--- src/rtl/siphash_ctrl.sv ---
// Iterative SipHash-c-d sequencer: one SipRound per clock, C_ROUNDS per message word,
// D_ROUNDS for finalization, tag returned over a valid/ready handshake.
module siphash_ctrl #(
    parameter int C_ROUNDS = 2,
    parameter int D_ROUNDS = 4
) (
    input  logic         clk,
    input  logic         rst_n,
    input  logic         start,
    input  logic [127:0] key,
    output logic         busy,
    input  logic [63:0]  msg_data,
    input  logic [2:0]   msg_bytes,
    input  logic         msg_last,
    input  logic         msg_valid,
    output logic         msg_ready,
    output logic [63:0]  hash,
    output logic         hash_valid,
    input  logic         hash_ready
);

    typedef enum logic [2:0] {
        S_IDLE,
        S_WAIT,
        S_COMP,
        S_FIN,
        S_DONE
    } state_t;

    localparam logic [3:0] C_LAST = 4'(C_ROUNDS - 1);
    localparam logic [3:0] D_LAST = 4'(D_ROUNDS - 1);

    state_t      state_reg;
    logic [63:0] v0_reg, v1_reg, v2_reg, v3_reg;
    logic [63:0] m_reg;
    logic [7:0]  len_reg;
    logic [3:0]  rcnt_reg;
    logic        last_f_reg;
    logic        busy_reg;
    logic        msg_ready_reg;
    logic        hash_valid_reg;
    logic [63:0] hash_reg;

    assign busy       = busy_reg;
    assign msg_ready  = msg_ready_reg;
    assign hash_valid = hash_valid_reg;
    assign hash       = hash_reg;

    function automatic logic [63:0] rotl(input logic [63:0] x, input int n);
        return (x << n) | (x >> (64 - n));
    endfunction

    // SipRound datapath: two chained half-rounds on the current state.
    logic [63:0] h0, h1, h2, h3;
    logic [63:0] s2;
    logic [63:0] round_v0_next, round_v1_next, round_v2_next, round_v3_next;

    always_comb begin
        h0 = rotl(v0_reg + v1_reg, 32);
        h1 = rotl(v1_reg, 13) ^ (v0_reg + v1_reg);
        h2 = v2_reg + v3_reg;
        h3 = rotl(v3_reg, 16) ^ (v2_reg + v3_reg);
        s2 = h2 + h1;
        round_v1_next = rotl(h1, 17) ^ s2;
        round_v2_next = rotl(s2, 32);
        round_v0_next = h0 + h3;
        round_v3_next = rotl(h3, 21) ^ (h0 + h3);
    end

    // Beat formatting: on the last beat unused bytes are zeroed and byte 7 carries the length.
    logic [63:0] blk_word;

    for (genvar gi = 0; gi < 8; gi++) begin : g_blk
        if (gi == 7) begin : g_len
            assign blk_word[63:56] = msg_last ? (len_reg + {5'b0, msg_bytes}) : msg_data[63:56];
        end else begin : g_data
            assign blk_word[gi*8 +: 8] = (msg_last && (msg_bytes <= 3'(gi))) ? 8'h00
                                                                             : msg_data[gi*8 +: 8];
        end
    end

    always_ff @(posedge clk) begin
        if (!rst_n) begin
            state_reg      <= S_IDLE;
            v0_reg         <= '0;
            v1_reg         <= '0;
            v2_reg         <= '0;
            v3_reg         <= '0;
            m_reg          <= '0;
            len_reg        <= '0;
            rcnt_reg       <= '0;
            last_f_reg     <= 1'b0;
            busy_reg       <= 1'b0;
            msg_ready_reg  <= 1'b0;
            hash_valid_reg <= 1'b0;
            hash_reg       <= '0;
        end else begin
            case (state_reg)
                S_IDLE: begin
                    if (start) begin
                        v0_reg        <= key[63:0]   ^ 64'h736f6d6570736575;
                        v1_reg        <= key[127:64] ^ 64'h646f72616e646f6d;
                        v2_reg        <= key[63:0]   ^ 64'h6c7967656e657261;
                        v3_reg        <= key[127:64] ^ 64'h7465646279746573;
                        len_reg       <= '0;
                        busy_reg      <= 1'b1;
                        msg_ready_reg <= 1'b1;
                        state_reg     <= S_WAIT;
                    end
                end
                S_WAIT: begin
                    if (msg_valid) begin
                        m_reg         <= blk_word;
                        v3_reg        <= v3_reg ^ blk_word;
                        rcnt_reg      <= '0;
                        msg_ready_reg <= 1'b0;
                        state_reg     <= S_COMP;
                        if (msg_last) begin
                            last_f_reg <= 1'b1;
                            len_reg    <= len_reg + {5'b0, msg_bytes};
                        end else begin
                            len_reg    <= len_reg + 8'd8;
                        end
                    end
                end
                S_COMP: begin
                    v1_reg <= round_v1_next;
                    v3_reg <= round_v3_next;
                    if (rcnt_reg == C_LAST) begin
                        v0_reg   <= round_v0_next ^ m_reg;
                        v2_reg   <= last_f_reg ? (round_v2_next ^ 64'h00000000000000ff) : round_v2_next;
                        rcnt_reg <= '0;
                        if (last_f_reg) begin
                            state_reg <= S_FIN;
                        end else begin
                            msg_ready_reg <= 1'b1;
                            state_reg     <= S_WAIT;
                        end
                    end else begin
                        v0_reg   <= round_v0_next;
                        v2_reg   <= round_v2_next;
                        rcnt_reg <= rcnt_reg + 4'd1;
                    end
                end
                S_FIN: begin
                    v0_reg <= round_v0_next;
                    v1_reg <= round_v1_next;
                    v2_reg <= round_v2_next;
                    v3_reg <= round_v3_next;
                    if (rcnt_reg == D_LAST) begin
                        hash_reg       <= round_v0_next ^ round_v1_next ^ round_v2_next ^ round_v3_next;
                        hash_valid_reg <= 1'b1;
                        state_reg      <= S_DONE;
                    end else begin
                        rcnt_reg <= rcnt_reg + 4'd1;
                    end
                end
                S_DONE: begin
                    if (hash_ready) begin
                        hash_valid_reg <= 1'b0;
                        last_f_reg     <= 1'b0;
                        busy_reg       <= 1'b0;
                        state_reg      <= S_IDLE;
                    end
                end
                default: begin
                    state_reg <= S_IDLE;
                end
            endcase
        end
    end

endmodule
--- config.mk ---
export PLATFORM = sky130hd
export DESIGN_NAME = siphash_ctrl
export DESIGN_NICKNAME = d
export VERILOG_FILES = /design/src/rtl/siphash_ctrl.sv
export SDC_FILE = /design/constraint.sdc
export NUM_CORES = 2
export LEC_CHECK = 0
export BUFFER_PORTS_ARGS = -buffer_cell sky130_fd_sc_hd__buf_4
export CAP_MARGIN = 25
export CORE_MARGIN = 5
export CORE_UTILIZATION = 40
export CTS_CLUSTER_SIZE = 14
export DETAILED_ROUTE_END_ITERATION = 8
export PLACE_DENSITY = 0.64
export REMOVE_ABC_BUFFERS = 1
export SYNTH_ARGS = -nofsm -noshare
export SYNTH_HDL_FRONTEND = slang
export SYNTH_SLANG_ARGS = --single-unit
--- constraint.sdc ---
create_clock -name clk -period 7.5 [get_ports clk]
set_input_delay 0.75 -clock clk [delete_from_list [all_inputs] [get_ports clk]]
set_output_delay 0.75 -clock clk [all_outputs]
set_load 0.02 [all_outputs]
==> results.json <==
{
  "ys_warn_count": 0,
  "fin_crit_sh_pct": 99.1,
  "rsz0062_at_grt": "no",
  "worst_ep_required_time_ps": 8020,
  "grt_overflow_total": 0,
  "grt_pass1_vias": 40100,
  "gp_congestion": 1.22,
  "hp-class": "primary input to flop",
  "grt_pass1_wl_um": 328000,
  "clk_latency_ps": 670,
  "dieHeight_um": 314,
  "cts_hold_buffers": 0,
  "worstHoldStart": "msg_data[29]",
  "r2r-start": "v1_reg[33]",
  "synth-seq-area-share_pct": 21.8,
  "synthFlopType": "dfxtp_1",
  "cts.sinks": 403,
  "drive_gt1_share_pct": 15.8,
  "setup_ws_ps": 69.5,
  "cts_made_buffers": 51,
  "grt_max_degree": 116,
  "async_flop_share_pct": 0,
  "post-dp-hpwl_um": 202000,
  "num-fill-cells": 9351,
  "ant_nets": 0,
  "cts_tree": "done",
  "placed_cell_area_um2": 42900,
  "grt_util_met1_pct": 60.6,
  "r2r_end": "hash[60]",
  "finalSetupViolCount": 0,
  "track_usage_pct": 47.3,
  "max_slew.worst_pin.slew_ps": 1180,
  "avgSynthCellArea_um2": 7.45,
  "outcome": "finished, final reports clean",
  "grt_use_met2_pct": 66.1,
  "h-tree-depth": 2,
  "skew_ps": 20.2,
  "syn_inst": 4979,
  "path_class": "flop to flop",
  "busiest_layer": "met2",
  "first_pass_iters": 7,
  "final_max_slew_viol_count": 0,
  "syn2layout_area_growth_pct": 20.6,
  "syn_area_um2": 37100,
  "critical_path.slowest_cell": "nor4_1",
  "synth_edf_count": 0,
  "crit_chain": "ha_1 > nand4_1 > nor4_1 > o211ai_1 > buf_4 > and2_1 > xnor2_1 > xor2_1 > ha_1 > a21oi_1 > o21bai_1 > a21oi_1 > o31ai_1 > a221oi_1 > o31a_1 > o21ai_1 > buf_4 > a311oi_1 > xnor2_1 > buf_4 > xor2_1 > xnor2_1 > a21oi_1",
  "drt_iter0_drc": 6441,
  "coreArea_um2": 91800,
  "clk_pin_slew_ps": 70,
  "r2r_cells": 23,
  "io_buffer_count": 267,
  "final_nets": 5865,
  "cts-root-buf": "clkbuf_16",
  "wl_per_cell_um": 36.6,
  "drc": 0,
  "period_needed_ps": 7430,
  "slew_headroom_pct": 21.1,
  "worstHoldPathCells": 3,
  "min_to": "m_reg[29]",
  "finish.utilization_pct": 48.7,
  "postCtsSetupBuffers": 0,
  "ff2ff_setup_slack_ps": 70,
  "layout_commonest_cell": "buf_4",
  "dp_slack_ps": -97.3,
  "die_w_um": 314,
  "slowest_delay_ps": 760,
  "initial_core_util_pct": 40.4,
  "use_met3_pct": 15.6,
  "crit_path_max_fanout": 8,
  "num_vias": 43600,
  "vias_per_cell": 6.51,
  "start_kind": "flop",
  "synth_cell_types": 92,
  "end_kind": "flop",
  "num_rows": 111,
  "layout_common_cells": "680 x buf_4, 658 x nand2_1, 619 x a21oi_1, 403 x dfxtp_1, 378 x xnor2_1",
  "maxCapViolCount": 0,
  "fmax_mhz": 135,
  "finalInstanceArea_um2": 44700,
  "wl_um": 245000,
  "final-hold-violation-count": 0,
  "die-area_um2": 98900,
  "synth_seq_cells": 403,
  "antenna_found_initial": 22,
  "num_io_pins": 268,
  "worstPathArrival_ps": 7950,
  "clockBufferDepth": 3
}
## layout make-up
| type | count | area, um^2 | share of cell area, % |
|---|---|---|---|
| multi-input combinational | 4148 | 27700 | 61.9 |
| antenna | 9 | 22.5 | 0.0504 |
| clock inverter | 17 | 210 | 0.470 |
| clock buffer | 76 | 1530 | 3.43 |
| inverter | 109 | 417 | 0.932 |
| timing repair buffer | 688 | 5240 | 11.7 |
| tap | 1243 | 1560 | 3.48 |
| sequential | 403 | 8070 | 18.0 |
## worst max-delay path: cells and delay by family, from the launching register on
family | cells | cell delay (ps)
and+or+nand+nor | 3 | 1300
buffers and inverters | 3 | 560
xor gates and xnor gates | 5 | 1580
adders and majority gates | 2 | 890
DFF | 1 | 710
AOI/OAI and AO/OA | 10 | 2250
## synth_stat cells (23+ instances only)
| library cell | count | area [um^2] |
|---|---|---|
| nand2_1 | 662 | 2480 |
| a21oi_1 | 619 | 3100 |
| dfxtp_1 | 403 | 8070 |
| xnor2_1 | 386 | 3380 |
| nor2_1 | 357 | 1340 |
| xor2_1 | 342 | 3000 |
| clkbuf_1 | 292 | 1100 |
| o21ai_0 | 292 | 1460 |
| ha_1 | 258 | 3230 |
| a21o_1 | 135 | 1010 |
| nand3_1 | 110 | 551 |
| inv_1 | 108 | 405 |
| o211ai_1 | 92 | 691 |
| nand4_1 | 87 | 544 |
| o21bai_1 | 82 | 616 |
| a211oi_1 | 79 | 593 |
| nor3_1 | 54 | 270 |
| a31oi_1 | 45 | 282 |
| a311oi_1 | 44 | 385 |
| o221ai_1 | 42 | 368 |
| and3_1 | 36 | 225 |
| o21a_1 | 33 | 248 |
| a221oi_1 | 31 | 272 |
| and2_1 | 30 | 188 |
| nor2b_1 | 27 | 169 |
| o21ai_1 | 23 | 115 |
## cell families after synthesis
group                    synth area share [%]
buffers and inverters                    4.36
XOR/XNOR                                 18.9
adder cells (fa/ha/maj)                  8.98
flip-flops                               21.8
multiplexers                            0.280
AO/OA/AOI/OAI                            28.9
AND/OR/NAND/NOR                          16.8
## stage by stage
| stage | setup TNS [ps] | hold WS, ps | std cells |
|---|---|---|---|
| 4_1_cts | 0 | 333 | 6681 |
| 2_1_floorplan | -101870 | 437 | 4660 |
| 3_3_place_gp | -283 | 440 | 6584 |
| 3_5_place_dp | -148 | 447 | 6588 |
| 6_report | 0 | 355 | 6693 |
| 5_1_grt | 0 | 365 | 6687 |
## how the worst max path moves through the flow
stage / from / to / slack [ps] / depth (start not counted)
after floorplan: state_reg[1] / hash[25] / -2470 / 4
after global placement: v1_reg[0] / v1_reg[56] / -80 / 28
after detailed placement: v1_reg[0] / v1_reg[56] / -100 / 28
after CTS: v1_reg[0] / v1_reg[56] / 120 / 28
after global routing: v3_reg[0] / v0_reg[63] / 8 / 27
final: v1_reg[33] / hash[60] / 70 / 23
## metal layers
metal | vias up | wire [um]
met5 | - | 106
met3 | 712 | 32300
met1 | 21000 | 94400
met2 | 3185 | 95900
met4 | 16 | 22300
li1 | 18600 | -
## what timing repair did
action,CTS,global route
gates cloned,0,0
endpoints found under the setup margin,8,39
gates resized for setup,1,5
Power is not shown: default switching activity piles up to over one toggle a cycle in this logic, so the estimate is an artifact.
